## config.mk

```make
export PLATFORM = sky130hd
export DESIGN_NAME = arbiter
export DESIGN_NICKNAME = d
export VERILOG_FILES = /design/src/rtl/arbiter.sv
export SDC_FILE = /design/constraint.sdc
export NUM_CORES = 1
export LEC_CHECK = 0
export CORE_MARGIN = 2
export CORE_UTILIZATION = 39
export DETAILED_ROUTE_END_ITERATION = 16
export PLACE_DENSITY = 0.8
export SLEW_MARGIN = 40
export SYNTH_ARGS = -nofsm -noshare
export SYNTH_HDL_FRONTEND = slang
export SYNTH_SLANG_ARGS = --single-unit
```

## constraint.sdc

```tcl
create_clock -name clk -period 5.9 [get_ports clk]
set_input_delay 0.59 -clock clk [delete_from_list [all_inputs] [get_ports clk]]
set_output_delay 0.59 -clock clk [all_outputs]
set_load 0.03 [all_outputs]
```

## src/rtl/arbiter.sv

```systemverilog
// Round-robin arbiter for 16 channel FIFOs; frames each grant onto a gapless
// 16-bit link word stream with 8b/10b K-character flags and deferred triggers.
//
// state   | meaning
// ST_IDLE | between frames: emit TRIG if pending, else grant a channel (SOF), else IDLE word
// ST_DATA | strobing the granted channel until it empties or 256 words are read
// ST_EOF  | emit EOF word, return to ST_IDLE
module arbiter (
  input  logic         clk,
  input  logic         reset,
  input  logic [255:0] data,
  input  logic [15:0]  req,
  output logic [15:0]  ack,
  input  logic         trigger,
  output logic [15:0]  dout,
  output logic         kchar
);

  localparam logic [1:0] ST_IDLE = 2'd0;
  localparam logic [1:0] ST_DATA = 2'd1;
  localparam logic [1:0] ST_EOF  = 2'd2;

  localparam logic [15:0] W_IDLE = 16'h50BC;
  localparam logic [15:0] W_EOF  = 16'h00FD;
  localparam logic [15:0] W_TRIG = 16'h00F7;
  localparam logic [8:0]  MAX_WORDS = 9'd256;

  logic [1:0]  state_q, state_d;
  logic [3:0]  ch_q, ch_d;
  logic [8:0]  count_q, count_d;
  logic [3:0]  rr_q, rr_d;
  logic        pend_q, pend_d;
  logic        acked_q, acked_d;
  logic [15:0] dout_q, dout_d;
  logic        kchar_q, kchar_d;

  logic [15:0] ack_c;
  logic        sel_found;
  logic [3:0]  sel_ch;
  logic [3:0]  rr_idx;

  // First requesting channel at or after the round-robin pointer, wrapping.
  always_comb begin
    sel_found = 1'b0;
    sel_ch    = rr_q;
    rr_idx    = rr_q;
    for (int i = 0; i < 16; i++) begin
      rr_idx = rr_q + 4'(i);
      if (!sel_found && req[rr_idx]) begin
        sel_found = 1'b1;
        sel_ch    = rr_idx;
      end
    end
  end

  always_comb begin
    state_d = state_q;
    ch_d    = ch_q;
    count_d = count_q;
    rr_d    = rr_q;
    pend_d  = pend_q | trigger;
    ack_c   = '0;
    dout_d  = W_IDLE;
    kchar_d = 1'b1;

    case (state_q)
      ST_IDLE: begin
        if (pend_q) begin
          dout_d = W_TRIG;
          pend_d = trigger;
        end else if (sel_found) begin
          ack_c[sel_ch] = 1'b1;
          dout_d  = {4'h0, sel_ch, 8'h1C};
          count_d = 9'd1;
          rr_d    = sel_ch + 4'd1;
          ch_d    = sel_ch;
          state_d = ST_DATA;
        end
      end
      ST_DATA: begin
        if (req[ch_q] && (count_q < MAX_WORDS)) begin
          ack_c[ch_q] = 1'b1;
          count_d     = count_q + 9'd1;
        end else begin
          state_d = ST_EOF;
        end
      end
      ST_EOF: begin
        dout_d  = W_EOF;
        state_d = ST_IDLE;
      end
      default: state_d = ST_IDLE;
    endcase

    // The word strobed last cycle is on its lane now and always goes out next.
    if (acked_q) begin
      dout_d  = data[{ch_q, 4'b0000} +: 16];
      kchar_d = 1'b0;
    end

    if (reset) begin
      ack_c = '0;
    end
    acked_d = |ack_c;
  end

  always_ff @(posedge clk) begin
    if (reset) begin
      state_q <= ST_IDLE;
      ch_q    <= 4'd0;
      count_q <= 9'd0;
      rr_q    <= 4'd0;
      pend_q  <= 1'b0;
      acked_q <= 1'b0;
      dout_q  <= W_IDLE;
      kchar_q <= 1'b1;
    end else begin
      state_q <= state_d;
      ch_q    <= ch_d;
      count_q <= count_d;
      rr_q    <= rr_d;
      pend_q  <= pend_d;
      acked_q <= acked_d;
      dout_q  <= dout_d;
      kchar_q <= kchar_d;
    end
  end

  assign ack   = ack_c;
  assign dout  = dout_q;
  assign kchar = kchar_q;

endmodule

```

# Word level (Yosys, flattened, before mapping)
# Index checks and enable logic that the tools add are counted.
[classes] shifts=1 div_mod_pow=0 n_reduce_logical=39 mux=89 n_eq_ne=6 n_lt_le_gt_ge=21 n_addsub=17 n_bitwise=2 n_mul=0
[ops] cell="$shiftx A256 B9 Y16" n=1
[ops] cell="$lt A4 B5 Y1 const B" n=18
[ops] cell="$mux W16" n=5
[ops] cell="$bmux W1 S4" n=17
[ops] cell="$mux W4" n=15
[ops] cell="$mux W1" n=38
[ops] cell="$add A4 B4 Y4 const B" n=8
[ops] cell="$pmux W16 S2" n=1
[ops] cell="$mux W15" n=2
[ops] cell="$pmux W15 S2" n=1
[ops] cell="$mux W9" n=3
[ops] cell="$logic_and A1 B1 Y1" n=18
[ops] cell="$pmux W9 S2" n=1
[ops] cell="$add A4 B3 Y4 const B" n=4
[ops] cell="$reduce_or A16 Y1" n=1
[ops] cell="$logic_not A1 Y1" n=15
[ops] cell="$add A9 B1 Y9 const B" n=1
[ops] cell="$lt A9 B9 Y1 const B" n=1
[ops] cell="$add A4 B1 Y4 const B" n=2
[ops] cell="$add A4 B2 Y4 const B" n=2
[ops] cell="$demux W1 S4" n=2
[ops] cell="$ge A4 B1 Y1 const B" n=2
[ops] cell="$ne A2 B2 Y1 const B" n=4
[ops] cell="$mux W2" n=3
[ops] cell="other kinds (9)" n=10
[word_totals] in_bits=275 mem_bits_rw=0 rom_bits=0 latch_bits=0 n_memories=0 register_bits=38 word_cells=183

# Logic depth before layout (Yosys ltp)
[depth] ltp_word=57 depth_mapped=22

# Worst setup path after synthesis
# OpenSTA, ideal clock, no wires.
[synth_path] path_type="register to output" startpoint="register rr_q[1]" endpoint="output ack[3]" required_time_ns=5.310 slack_ns=0.095 path_stages_with_launch=20 t_arrival_ns=5.215 cell_sequence="dfxtp_1 > buf_6 > buf_2 > clkbuf_1 > inv_1 > ha_1 > buf_6 > buf_6 > mux4_2 > mux2i_1 > mux2i_1 > nor4_4 > buf_4 > inv_1 > o41ai_1 > a31oi_1 > a211oi_1 > ha_1 > nand2_1 > o21ai_0"
[synth_between] elab_chain_len=56
[synth_rtl] item="start, declared" line_no="31" rtl="logic [3:0] rr_q, rr_d;"
[synth_rtl] item="start signal, assigned" line_no="121" rtl="rr_q <= rr_d;"
[synth_rtl] item="branches (longest 47 deep; another with $add A4 B1 Y4)"
[synth_rtl] item="$mux W4 (*)" line_no="49" rtl="if (!sel_found && req[rr_idx]) begin"
[synth_rtl] item="named net sel_ch[1]" line_no="39" rtl="logic [3:0] sel_ch;"
[synth_rtl] item="$lt A4 B5 Y1 (implied by the code) / $ge A4 B1 Y1 (equally long branches)" line_no="72" rtl="ack_c[sel_ch] = 1'b1;"
[synth_rtl] item="$logic_and A1 B1 Y1 (implied by the code)" line_no="72"
[synth_rtl] item="$mux W1 (implied by the code)" line_no="72"
[synth_rtl] item="$demux W1 S4 (*)" line_no="72"
[synth_rtl] item="$mux W16 (*)" line_no="71" rtl="end else if (sel_found) begin"
[synth_rtl] item="$mux W16 (*)" line_no="68" rtl="if (pend_q) begin"
[synth_rtl] item="$pmux W16 S2 (*)" line_no="66" rtl="case (state_q)"
[synth_rtl] item="$mux W16 (*)" line_no="101" rtl="if (reset) begin"
[synth_rtl] item="end, declared" line_no="13" rtl="output logic [15:0] ack,"
# Mark *: on every way through the listed nets, which the timed path passes. The select of a mux whose other input is x is not followed.

# Worst setup path in the final report
[layout_path] startpoint="register rr_q[1]" endpoint="output ack[15]"
# Same word-level chain as after synthesis.

==> metrics.cfg <==
[status]
outcome=finished clean

[detailed_routing]
ant_nets=0
wl_per_cell_um=26.2
finalWirelength_mm=30.1
viasPerCell=6.27
vias=7206
firstDrtPassIters=5
drc=0
drt_first_iter_violations=1030

[global_route]
top_usage_layer=met2
grt_pass1_wl_mm=44.7
gr-usage-met2_pct=56.2
grt_antenna_before_repair=5
grt_max_degree=74
overflow=0
grtUsageMet1_pct=44.1
grt.met3_usage_pct=8.46
grt_use_total_pct=34.0
grt_pass1_vias=7091

[sta]
period_share_pct=96.0
slew_headroom_pct=48.0
setup_tns_ps=0
rsz0062_at_grt=false
finalSetupViolCount=0
fmax_mhz=176
finalHoldViolations=0
fin_crit_ps=5670
hold_ws_ps=511
skew_ps=3.72
tightestPinTransition_ps=775
slew_violations=0

[floorplan]
initial_core_util_pct=40.1
chipHeight_um=132
die_area_mm2=0.0175
core_area_mm2=0.0160
num_rows=46
ios=308
die_x_um=132

[worst_hold_path]
hold_path_depth=2
hp-class=register to register

[placement]
routabilityCongestion=0.958
numPortBuffers=307
hpwl_mm=25.1
dpl_cell_area_mm2=0.00983
placedCellCount=1138

[cells_and_area]
mostFrequentLayoutCells=291 x clkdlybuf4s50_1, 115 x mux4_2, 62 x nor2_1, 49 x nand2_1, 40 x buf_4
syn2layout_area_growth_pct=56.0
fin_area_mm2=0.0100
utilization_pct=62.6
final_common_cell=clkdlybuf4s50_1
layout-drive-gt1-share_pct=21.9
final_nets=1216
fin_cells=1149

[clock_network]
tritoncts=yes
cts_made_buffers=5
clk_latency_ps=280
cts.path.max_buffers=2
h-tree-depth=2
cts.clk_slew.worst_paths_ps=60
cts_setup_buffers=0
clock-sinks=38
cts_root_buf=clkbuf_16

[setup_path]
worstSetupPathType=register to primary output
endpoint_kind=primary output
required_ps=5310
path_max_fanout=8
worstPathArrival_ps=5080
cp-start-kind=register
r2r_cells=18

[synth]
syn_nets=925
ys_warn_count=0
yosysSeqAreaShare_pct=11.9
synth_edf_count=0
avgSynthCellArea_um2=10.1
synth_cell_types=77
async_reset_ff_share_pct=0
netlist_area_mm2=0.00642
ys_seq_elements=38
syn_inst=638
synth_flop_cell=dfxtp_1

[job]
drv_cap=0

[pwr]
p_leak_uw=0.00354
vdd.ir_drop.worst_mv=0.328
power.density_mw_per_mm2=532

[area by class of cell]
type	instances	area [um2]
Sequential cell	38	768
Clock inverter	2	37.5
Inverter	15	56.3
Tap cell	216	270
Clock buffer	6	129
Fill cell	1377	5990
Multi-Input combinational cell	528	5350
Antenna cell	3	7.51
Timing Repair Buffer	341	3400
[path summary, 6_finish.rpt]
| check | from | to | slack (ps) |
|---|---|---|---|
| worst max-delay path | rr_q[1] | ack[15] | 230 |
| worst min-delay path | count_q[5] | count_q[5] | 510 |
| worst max register to register | rr_q[1] | acked_q | 410 |
| worst min register to register | count_q[5] | count_q[5] | 510 |
[synthesized netlist by cell type, types with 5 or more instances]
| cell type | instances | share of area, % |
|---|---|---|
| a211oi_1 | 9 | 1.1 |
| a21o_1 | 5 | 0.58 |
| a21oi_1 | 32 | 2.5 |
| a22o_1 | 5 | 0.68 |
| a22oi_1 | 7 | 0.82 |
| a31oi_1 | 8 | 0.78 |
| and2_1 | 10 | 0.97 |
| buf_1 | 11 | 0.64 |
| buf_2 | 8 | 0.62 |
| buf_6 | 5 | 0.88 |
| clkbuf_1 | 31 | 1.8 |
| dfxtp_1 | 38 | 12 |
| ha_1 | 12 | 2.3 |
| inv_1 | 12 | 0.70 |
| mux2_2 | 10 | 1.8 |
| mux2i_1 | 33 | 5.1 |
| mux4_2 | 115 | 40 |
| nand2_1 | 49 | 2.9 |
| nand2b_1 | 8 | 0.78 |
| nand3_1 | 17 | 1.3 |
| nor2_1 | 62 | 3.6 |
| nor2b_1 | 8 | 0.78 |
| nor3_1 | 14 | 1.1 |
| o21ai_0 | 18 | 1.4 |
| or2_2 | 6 | 0.58 |
| xnor2_1 | 7 | 0.96 |
| xor2_1 | 9 | 1.2 |
[cell families (layout without fill, tap and decap cells)]
group / Yosys count / in the layout / synth area share [%]
AO/OA/AOI/OAI: 134 / 134 / 14.5
other: 0 / 3 / 0
buffers and inverters: 72 / 364 / 5.07
flip-flops: 38 / 38 / 11.9
adder cells (fa/ha/maj): 12 / 12 / 2.34
AND/OR/NAND/NOR: 205 / 205 / 15.9
XOR/XNOR: 18 / 18 / 2.69
multiplexers: 159 / 159 / 47.6
[worst max-delay path: stages, from the launching register on]
cell,delay [ps]
dfxtp_1,350
inv_1,70
ha_1,490
buf_4,270
mux2i_1,170
mux4_2,590
mux2i_2,410
nor4_4,110
o211a_1,170
o41ai_1,510
a31oi_1,80
a211oi_1,330
buf_4,200
ha_1,220
nand2_1,100
o32ai_1,330
and2_1,250
buf_12,140
[sequential cells by signal, summed over array words and instances (netlist names)]
signal	cells
acked_q	1
ch_q	4
count_q	9
dout	16
kchar	1
pend_q	1
rr_q	4
state_q	2
[metrics by stage]
stage | total power, uW | worst slack [ps]
after CTS | 5230 | 198
after global routing | 5640 | 25.6
final | 5320 | 234
after detailed placement | 4900 | 406
after floorplan | 3610 | 94.9
after global placement | 4940 | 311
[power by group]
group	total (uW)	leakage [uW]	switching, uW	internal, uW
combinational	4570	0.00315	2490	2070
sequential	443	0.000313	114	329
clock	313	0.0000771	113	200
[routing by layer]
metal  share of wire (%)  vias to the layer above
li1                    -                     3142
met1                  37                     3517
met2                  49                      487
met3                  11                       58
met4                 3.3                        2
met5               0.057                        -
[what timing repair did]
action / CTS / global route
gates resized for setup: 0 / 3
endpoints found under the setup margin: 0 / 4
hold buffers: 0 / 0
(Power assumes the default switching activity.)
